File: src/rtl/pc_next_ctrl.sv
// Next-PC and pipeline hazard control: selects the next PC and drives stall, flush,
// bubble and freeze strobes from load-use hazards, branches/jumps and data-memory waits.
module pc_next_ctrl #(
  parameter int unsigned CNT_W       = 16,
  parameter int unsigned MEM_TIMEOUT = 64
) (
  input  logic             clk_i,
  input  logic             rst_i,
  input  logic             start_i,
  input  logic [31:0]      pc_cur_i,
  input  logic             branch_i,
  input  logic [31:0]      branch_target_i,
  input  logic             jump_i,
  input  logic [31:0]      jump_target_i,
  input  logic             id_ex_memread_i,
  input  logic [4:0]       id_ex_rt_i,
  input  logic [4:0]       if_id_rs_i,
  input  logic [4:0]       if_id_rt_i,
  input  logic             mem_req_i,
  input  logic             mem_ack_i,
  output logic [31:0]      pc_next_o,
  output logic             pc_stall_o,
  output logic             if_id_stall_o,
  output logic             if_id_flush_o,
  output logic             id_ex_bubble_o,
  output logic             pipe_freeze_o,
  output logic [CNT_W-1:0] stall_cnt_o,
  output logic             mem_err_o
);

  localparam int unsigned WAIT_W = $clog2(MEM_TIMEOUT + 1);

  typedef enum logic [1:0] {
    IDLE     = 2'd0,
    RUN      = 2'd1,
    MEM_WAIT = 2'd2
  } state_t;

  state_t            r_state;
  state_t            w_state_next;
  logic [CNT_W-1:0]  r_stall_cnt;
  logic [WAIT_W-1:0] r_wait_cnt;
  logic [WAIT_W-1:0] w_wait_inc;
  logic              r_mem_err;
  logic              w_lu;
  logic              w_mf;

  // Hazard detection
  always_comb begin
    w_lu = id_ex_memread_i && (id_ex_rt_i != 5'd0) &&
           ((id_ex_rt_i == if_id_rs_i) || (id_ex_rt_i == if_id_rt_i));
    w_mf = (r_state == MEM_WAIT) ||
           ((r_state == RUN) && mem_req_i && !mem_ack_i);
  end

  // Next state and prioritised control outputs
  always_comb begin
    w_state_next   = r_state;
    pc_next_o      = pc_cur_i;
    pc_stall_o     = 1'b0;
    if_id_stall_o  = 1'b0;
    if_id_flush_o  = 1'b0;
    id_ex_bubble_o = 1'b0;
    pipe_freeze_o  = 1'b0;

    case (r_state)
      IDLE: begin
        if (start_i) w_state_next = RUN;
      end
      RUN: begin
        if (!start_i)                    w_state_next = IDLE;
        else if (mem_req_i && !mem_ack_i) w_state_next = MEM_WAIT;
      end
      MEM_WAIT: begin
        if (mem_ack_i) w_state_next = RUN;
      end
      default: w_state_next = IDLE;
    endcase

    if (r_state == IDLE) begin
      pc_stall_o = 1'b1;
    end else if (w_mf) begin
      pc_stall_o    = 1'b1;
      if_id_stall_o = 1'b1;
      pipe_freeze_o = 1'b1;
    end else if (w_lu) begin
      pc_stall_o     = 1'b1;
      if_id_stall_o  = 1'b1;
      id_ex_bubble_o = 1'b1;
    end else if (jump_i) begin
      pc_next_o     = jump_target_i;
      if_id_flush_o = 1'b1;
    end else if (branch_i) begin
      pc_next_o     = branch_target_i;
      if_id_flush_o = 1'b1;
    end else begin
      pc_next_o = pc_cur_i + 32'd4;
    end
  end

  assign w_wait_inc = r_wait_cnt + WAIT_W'(1);

  // State, stall statistics and memory-timeout tracking
  always_ff @(posedge clk_i or posedge rst_i) begin
    if (rst_i) begin
      r_state     <= IDLE;
      r_stall_cnt <= '0;
      r_wait_cnt  <= '0;
      r_mem_err   <= 1'b0;
    end else begin
      r_state <= w_state_next;
      if (pc_stall_o && (r_state != IDLE) && (r_stall_cnt != {CNT_W{1'b1}}))
        r_stall_cnt <= r_stall_cnt + CNT_W'(1);
      if ((r_state == RUN) && (w_state_next == MEM_WAIT)) begin
        r_wait_cnt <= '0;
      end else if ((r_state == MEM_WAIT) && (r_wait_cnt != WAIT_W'(MEM_TIMEOUT))) begin
        r_wait_cnt <= w_wait_inc;
        if (w_wait_inc == WAIT_W'(MEM_TIMEOUT)) r_mem_err <= 1'b1;
      end
    end
  end

  assign stall_cnt_o = r_stall_cnt;
  assign mem_err_o   = r_mem_err;

endmodule

File: config.mk
export PLATFORM = sky130hd
export DESIGN_NAME = pc_next_ctrl
export DESIGN_NICKNAME = d
export VERILOG_FILES = /design/src/rtl/pc_next_ctrl.sv
export SDC_FILE = /design/constraint.sdc
export NUM_CORES = 1
export LEC_CHECK = 0
export CORE_ASPECT_RATIO = 0.75
export CORE_MARGIN = 2
export CORE_UTILIZATION = 25
export DETAILED_ROUTE_END_ITERATION = 6
export PLACE_DENSITY_LB_ADDON = 0.05
export SYNTH_ARGS = -nofsm -noshare
export SYNTH_HDL_FRONTEND = slang
export SYNTH_SLANG_ARGS = --single-unit
File: constraint.sdc
create_clock -name clk_i -period 4.9 [get_ports clk_i]
set_clock_uncertainty 0.05 [all_clocks]
set_input_delay 1.47 -clock clk_i [delete_from_list [all_inputs] [get_ports clk_i]]
set_output_delay 1.47 -clock clk_i [all_outputs]
set_load 0.02 [all_outputs]
**Yosys cells after proc, flatten, opt, wreduce, memory -nomap -nowiden**

Index checks and enable logic that the tools add are counted.

- Flip-flop bits (word level): 26
- Bits of input ports: 119
- Output and inout port bits: 54
- Word-level logic and storage cells: 58

- Add/sub/neg operators: 3
- Equal/unequal tests: 8
- Multiplexer cells: 25
- Bitwise logic cells: 1
- Reductions and logical operators: 17

Operator list:

| kind | count |
|---|---|
| two-way mux 32 bit | 5 |
| adder 32 x 3 -> 32 bit, second input constant | 1 |
| adder 16 x 1 -> 16 bit, second input constant | 1 |
| != test 16 bit, second input constant | 1 |
| two-way mux 7 bit | 2 |
| two-way mux 1 bit | 13 |
| == test 5 bit | 2 |
| logical AND 1 bit | 9 |
| two-way mux 2 bit | 4 |
| adder 7 x 1 -> 7 bit, second input constant | 1 |
| == test 7 bit, second input constant | 1 |
| != test 7 bit, second input constant | 1 |
| one-hot mux 2 bit (3 select lines) | 1 |
| nonzero test 5 bit | 1 |
| == test 2 bit, second input constant | 2 |
| nonzero test 2 bit | 2 |
| AND reduction 3 bit | 1 |
| == test 2 x 1 -> 1 bit, second input constant | 1 |
| logical NOT 2 bit | 1 |
| logical OR 1 bit | 2 |
| logical NOT 1 bit | 1 |
| NOT 1 bit | 1 |

**Depth between registers and ports, before layout**

Gate-level depths: netlist of the first run.

- Word-level depth: 9
- Mapped depth: 8
- Mapped depth without buffers: 7

**Worst setup path before layout of the first run**

No wires, ideal clock.

- Path kind: input -> output
- Start: in pc_cur_i[2]
- End: out pc_next_o[28]
- Arrival time: 3441 ps
- Data required time: 3380 ps
- Path slack: -61 ps
- Cell stages on the path: 8
- Path buffers: 1
- Cell sequence: ha_1 -> nand4_1 -> nor4b_2 -> and3_1 -> clkbuf_1 -> nand3_1 -> o31a_1 -> o21ai_0

- Longest elaborated chain between the ends: 6

Ends and longest elaborated chain:

| item | line | source |
|---|---|---|
| start: declaration | 10 | `input logic [31:0] pc_cur_i,` |
| adder 32 x 3 -> 32 bit | 97 | `pc_next_o = pc_cur_i + 32'd4;` |
| two-way mux 32 bit | 93 | `end else if (branch_i) begin` |
| two-way mux 32 bit | 90 | `end else if (jump_i) begin` |
| two-way mux 32 bit | 86 | `end else if (w_lu) begin` |
| two-way mux 32 bit | 82 | `end else if (w_mf) begin` |
| two-way mux 32 bit | 80 | `if (r_state == IDLE) begin` |
| end: declaration | 21 | `output logic [31:0] pc_next_o,` |

Every way passes these cells.

**Worst setup path after layout of the first run**

- Start: in pc_cur_i[14]
- End: out pc_next_o[31]

Same word-level chain as after synthesis.

==> results of run 1 <==
power groups by stage:
stage | combinational [mW] | clock [mW] | sequential (mW)
after floorplan | 0.255 | 0 | 0.323
after global placement | 0.604 | 0 | 0.303
after detailed placement | 0.607 | 0 | 0.305
after CTS | 0.600 | 0.205 | 0.301
after global routing | 0.663 | 0.218 | 0.310
final | 0.610 | 0.200 | 0.301
cells in the mapped netlist (all sizes together), types with 3 or more instances:
cell,n,area [um2]
o21ai,63,315
nand2,47,179
nor2,32,123
dfrtp,26,651
nand3,25,130
xnor2,22,193
a21oi,20,104
clkbuf,17,83.8
and3,16,104
inv,11,41.3
nand4,11,83.8
a22o,10,88.8
a22oi,10,75.1
xor2,8,70.1
a31oi,7,43.8
nor3b,5,37.5
a221oi,4,35.0
and2,4,26.3
and4,4,36.3
buf,4,26.3
ha,4,50.1
nor4,4,25.0
o31a,4,36.3
a41oi,3,26.3
mux2i,3,30.0
nor3,3,15.0
nor4b,3,32.5
o211ai,3,22.5
o31ai,3,37.5
or3,3,25.0
cell usage in the layout (no fill, tap or decap), types with 3 or more instances in the layout:
master	n
clkdlybuf4s50_1	103
a41oi_1	3
buf_12	3
nor3b_1	3
o31a_1	3
and3_1	12
mux2i_1	3
xor2_1	8
inv_1	9
nand4_1	10
dfrtp_1	26
dlymetal6s2s_1	8
o21ai_1	14
nor2_1	31
and3_4	4
clkbuf_16	3
o21ai_0	46
o21ai_2	3
a22oi_1	10
dlygate4sd2_1	6
a221oi_1	4
o211ai_1	3
and4_1	3
buf_2	30
a31oi_1	7
clkbuf_2	3
nor4_1	4
nand3_1	24
xnor2_1	21
a21oi_1	19
buf_4	73
a22o_1	9
buf_6	18
ha_1	3
nand2_1	43
nor3_1	3
nand2_2	4
state kept, by name, summed over array words and instances, names as in the netlist:
name,cells
r_state,2
r_wait_cnt,7
mem_err_o,1
stall_cnt_o,16
worst max-delay path by stage:
stage                        from       endpoint  slack, ps  cells after the start
global placement     pc_cur_i[14]  pc_next_o[25]       -880                      8
floorplan           id_ex_rt_i[1]  pc_next_o[24]         -4                      7
finish               pc_cur_i[14]  pc_next_o[31]         30                     10
global route         pc_cur_i[14]  pc_next_o[31]        -30                      8
CTS                 if_id_rt_i[0]   pc_next_o[0]          1                     11
detailed placement   pc_cur_i[14]  pc_next_o[29]       -920                      8
area by class of cell:
class	count	area, um2	share of cell area
inverter	11	43.8	0.00803
tap	162	203	0.0372
multi-input combinational	343	2260	0.414
sequential	26	651	0.119
clock buffer	4	88.8	0.0163
timing repair buffer	247	2210	0.406
repair_timing:
action                     in CTS  in global routing
buffers inserted               10                  0
resized for setup             264                 58
setup endpoints to repair      36                 35
pin swaps                      19                 28
gates cloned                    1                  0
cells by family (layout without fill, tap and decap cells):
logic type      Yosys count  in the layout  synth area share
compound gates          142            142             0.310
xor+xnor                 30             30            0.0896
fa+ha+maj                 4              4            0.0171
buf+inv                  32            262            0.0516
flops                    26             26             0.222
mux                       4              4            0.0141
simple gates            163            163             0.295
per-layer routing:
layer / share of wire / GRT usage / routed length (um) / vias to the layer above
met5: 0 / 0 / 0 / -
met4: 0.0028 / 0.0176 / 35 / 0
met3: 0.065 / 0.0345 / 812 / 6
met2: 0.47 / 0.322 / 5870 / 130
met1: 0.46 / 0.269 / 5830 / 1870
li1: - / - / - / 1966
stage by stage:
step | utilization | total power, mW | hold WS (ps) | setup slack (ps)
after detailed placement | 0.460 | 0.911 | 429 | -925
after global routing | 0.473 | 1.19 | 466 | -34.2
final | 0.473 | 1.11 | 438 | 27.0
after floorplan | - | 0.578 | 463 | -4.48
after global placement | 0.460 | 0.907 | 408 | -883
after CTS | 0.464 | 1.11 | 442 | 1.13
==> key figures, run 1 <==
Placed design
  – RePlAce Congestion: between 0.8 and 0.9
  – IO buf count: 172
  – Post-DP HPWL: slightly below 10 mm
  – Area post-placement: 5300 um2
  – Inst Count DP: 782

Power
  – Combinational share of power: 0.549
  – Psw: 0.423 mW
  – Maximum VDD drop: around 0.00019 V
  – Seq pwr share: 0.271
  – Clock share of power: 0.180
  – Sw Ratio: 0.381
  – Int Power: 0.688 mW
  – Leak: 2.33 nW
  – Pwr per Cell Area: roughly 200 nW/um2

Synth
  – Netlist Area Pre-Place: 2930 um2
  – Syn_area_per_cell: 7.31 um2
  – Register area share after synthesis: 0.222
  – Yosys cell types: 65
  – Number of flops mapped to enable cells by yosys: 0
  – Synth Warn #: 0
  – Ys flop type: dfrtp_1
  – Syn Nets: 524
  – Yosys reg bits: 26
  – Post-synthesis cell count: 401
  – Async S/R FF share, synth: 1.00

Drt
  – Via/cell ratio: 5.01
  – Routed Antenna Nets: 0
  – Number of DRC markers in iteration 0: 157
  – Via Count: 3972
  – Router iterations before antenna repair: 4
  – Detailed-route DRC error count: 0
  – WL/cell: roughly 16 um
  – Final WL: 12.5 mm

Worst setup path
  – Crit path largest cell delay: approximately 580 ps
  – Worst Path Arrival: around 3400 ps
  – Critical Path Sink Type: output port
  – CP Class: in2out
  – CP Launch Type: primary input
  – Cell mode on critical path: buf_6
  – Worst reg2reg setup slack: 2720 ps
  – CP max stage cell: or4_4
  – Reg-to-reg endpoint: stall_cnt_o[1]$_DFFE_PP0P_
  – Cell depth of the worst flop-to-flop path: 5
  – Worst r2r src: stall_cnt_o[2]$_DFFE_PP0P_
  – Critical Path RT: about 3400 ps
  – CP Max Fanout: 4
  – CP cell instances: buf_6 -> nand3_4 -> or3_4 -> or4_4 -> buf_6 -> buf_4 -> o21ai_2 -> nand2_1 -> a22o_1 -> buf_6
  – Cell family contributing the most delay on the critical path: simple AND/OR/NAND/NOR gates
  – Critical path buffers and inverters: 4

Clock network
  – Worst skew pair latency: 260 ps
  – Hold Buf Count CTS: 0
  – CTS tree: built
  – Clock tree buffer depth: 2
  – H-tree levels: 1
  – Clock slew at reported path FFs: 70 ps
  – CTS Buf Count: 3
  – Sink Count: 26
  – Root Buffer: clkbuf_16

Hold path
  – Worst Hold End: stall_cnt_o[4]$_DFFE_PP0P_
  – Min-Delay Startpoint: stall_cnt_o[4]$_DFFE_PP0P_
  – Hold Crit Depth: 1
  – HP Class: reg2reg

Outcome
  – Status: completed

Final layout
  – Syn-to-layout area delta: 86.1%
  – Inserted Diodes: 0
  – Fillers: 1147
  – Non-Filler Instances: 793
  – Post-Layout Inst Area: roughly 5500 um2
  – Layout cell share with drive strength beyond 1: 0.273
  – Nets: 755

STA
  – Pins Over Slew Limit: 0
  – Final cycle utilization of the critical path: 0.994
  – Max-slew headroom: 0.318
  – Max Freq: 205 MHz
  – Hold Fails Final Rpt: 0
  – Min Tclk post-route: 4870 ps
  – Worst-Margin Slew: 1020 ps
  – Fin Setup TNS: 0 ps
  – Final setup violating endpoints: 0

Global route
  – Largest net degree at the start of global routing: 34
  – Vias in the first global route: 3946
  – Global Route Usage Sum: 0.192
  – Initial antenna violation count: 0
  – First-pass GRT wire length: 20.0 mm
  – Overflow after GRT: 0

Floorplanning
  – # rows: 34
  – DIE AREA: between 10000 and 15000 um2
  – Core outline area: 11500 um2
  – I/O pin cnt: 173
  – Die X: 129 um
  – Initial Util: 0.254
  – Die H: 97.8 um

Job
  – Max-cap violations: 0
Power figures use the tool's default switching activity.
==> inputs of run 2 (changes only) <==
GPL_ROUTABILITY_DRIVEN = 0   (was default)
==> results of run 2 <==
The final DEF is identical to that of run 1; final timing and power are the same.
==> inputs of run 3 (changes only) <==
SLEW_MARGIN = 20   (was default)
==> run 3 against run 2 <==
Against the previous run:
- critical path depth stayed put
- die area unchanged
- combinational power about the same
- final cell count is the same
- largest cell class unchanged
- via count about the same
- flip-flop and latch count did not move
- clock power barely moved
- fmax about the same
- sequential power barely moved
- total power barely moved
==> key figures, run 3 (synthesis gave the netlist of run 1 again) <==
Clock network
  – H-tree levels: 1
  – Clock slew at reported path FFs: 70 ps
  – Root Buffer: clkbuf_16
  – Worst skew pair latency: 260 ps
  – CTS Buf Count: 3
  – Hold Buf Count CTS: 0
  – Clock tree buffer depth: 2
  – Sink Count: 26
  – CTS tree: built

Drt
  – Number of DRC markers in iteration 0: 157
  – Detailed-route DRC error count: 0
  – Routed Antenna Nets: 0
  – WL/cell: 15.8 um
  – Router iterations before antenna repair: 4
  – Final WL: 12.5 mm
  – Via/cell ratio: 5.01
  – Via Count: 3971

Worst setup path
  – CP max stage cell: or4_4
  – CP cell instances: buf_6 -> nand3_4 -> or3_4 -> or4_4 -> buf_6 -> buf_4 -> o21ai_2 -> nand2_1 -> a22o_1 -> buf_6
  – Critical Path Sink Type: output port
  – Worst Path Arrival: about 3400 ps
  – Crit path largest cell delay: 580 ps
  – Cell mode on critical path: buf_6
  – CP Class: in2out
  – CP Max Fanout: 4
  – Critical Path RT: 3380 ps
  – CP Launch Type: primary input

STA
  – Fin Hold WS: 438 ps
  – Max-slew headroom: 0.533
  – Final cycle utilization of the critical path: 0.995
  – Hold Fails Final Rpt: 0
  – Min Tclk post-route: 4870 ps
  – Final setup violating endpoints: 0
  – Fin Setup TNS: 0 ps
  – Pins Over Slew Limit: 0
  – Worst-Margin Slew: 692 ps
  – Max Freq: 205 MHz

Global route
  – First-pass GRT wire length: around 20 mm
  – Vias in the first global route: 3946
  – Initial antenna violation count: 0
  – Overflow after GRT: 0
  – Largest net degree at the start of global routing: 34
  – Global Route Usage Sum: 0.192

Final layout
  – Most common cell after layout, fill and taps aside: clkdlybuf4s50_1
  – Layout cell share with drive strength beyond 1: 0.274
  – Non-Filler Instances: 793
  – Max reg flops: 16
  – Final core utilization: 0.473
  – Inserted Diodes: 0
  – Syn-to-layout area delta: 86.1%
  – Nets: 755
  – Commonest cells after routing, fill and taps aside: 103 x clkdlybuf4s50_1, 73 x buf_4, 46 x o21ai_0, 43 x nand2_1, 31 x nor2_1

Placed design
  – Post-DP HPWL: 9.64 mm
  – Inst Count DP: 782
  – IO buf count: between 150 and 200

Hold path
  – HP Class: reg2reg

Outcome
  – Status: completed

Floorplanning
  – DIE AREA: 12600 um2
  – I/O pin cnt: ~170
  – # rows: 34
  – Die H: a little under 100 um
  – Core outline area: 11500 um2
  – Initial Util: 0.254
  – Die X: 129 um

Power
  – Pwr per Cell Area: 204 nW/um2
  – Leak: between 2 and 2.5 nW
  – Maximum VDD drop: 0.000189 V

Job
  – Max-cap violations: 0
==> run 3: changes by cell type in the layout (fill, tap and decap cells not counted) <==
cell / before / now
inv_1: 9 / 8
inv_2: 1 / 2
==> run 3: layout make-up <==
type	count	area, um2
Clock buffer	4	88.8
Timing Repair Buffer	247	2210
Multi-Input combinational cell	343	2260
Fill cell	1147	6070
Tap cell	162	203
Inverter	11	43.8
Sequential cell	26	651
==> run 3: worst max-delay path: cells and delay by family <==
family	cells	cell delay (ps)
compound gates	2	330
buf+inv	4	510
simple gates	4	1040
==> run 3: power breakdown <==
part	switching [mW]	total (mW)	internal, mW	leakage, nW
Clock	0.0753	0.200	0.125	0.0442
Sequential	0.0488	0.301	0.252	0.322
Combinational	0.299	0.610	0.311	1.97
Total	0.423	1.11	0.688	2.33
==> run 3: path summary, 6_finish.rpt <==
kind	from	to	slack, ps	cells past startpoint
setup / recovery	pc_cur_i[14]	pc_next_o[31]	30	10
hold / removal	stall_cnt_o[4]$_DFFE_PP0P_	stall_cnt_o[4]$_DFFE_PP0P_	440	1
setup reg to reg	stall_cnt_o[2]$_DFFE_PP0P_	stall_cnt_o[1]$_DFFE_PP0P_	2720	5
hold reg to reg	stall_cnt_o[4]$_DFFE_PP0P_	stall_cnt_o[4]$_DFFE_PP0P_	440	1
max in group asynchronous	rst_i	stall_cnt_o[14]$_DFFE_PP0P_	2900	2
min in group asynchronous	rst_i	stall_cnt_o[3]$_DFFE_PP0P_	1530	2
==> run 3: stage by stage <==
| step | setup WS, ps | cell area (um2) | power [mW] |
|---|---|---|---|
| 6_report | 26.9 | 5460 | 1.11 |
| 5_1_grt | -34.2 | 5460 | 1.19 |
| 4_1_cts | 1.13 | 5340 | 1.11 |
| 3_5_place_dp | -925 | 5300 | 0.911 |
| 3_3_place_gp | -883 | 5300 | 0.907 |
| 2_1_floorplan | -4.48 | 2930 | 0.578 |
==> run 3: routing by layer <==
metal,wire (um),global-route usage,vias to the layer above
met5,0,0,-
met4,35,0.0176,0
met3,806,0.0345,6
met2,5860,0.322,129
met1,5840,0.269,1870
li1,-,-,1966
==> run 3: repair_timing <==
action                     4_1_cts  5_1_grt
resized for setup              264       58
pin swaps                       19       28
buffers inserted                10        0
setup endpoints to repair       36       35
gates cloned                     1        0
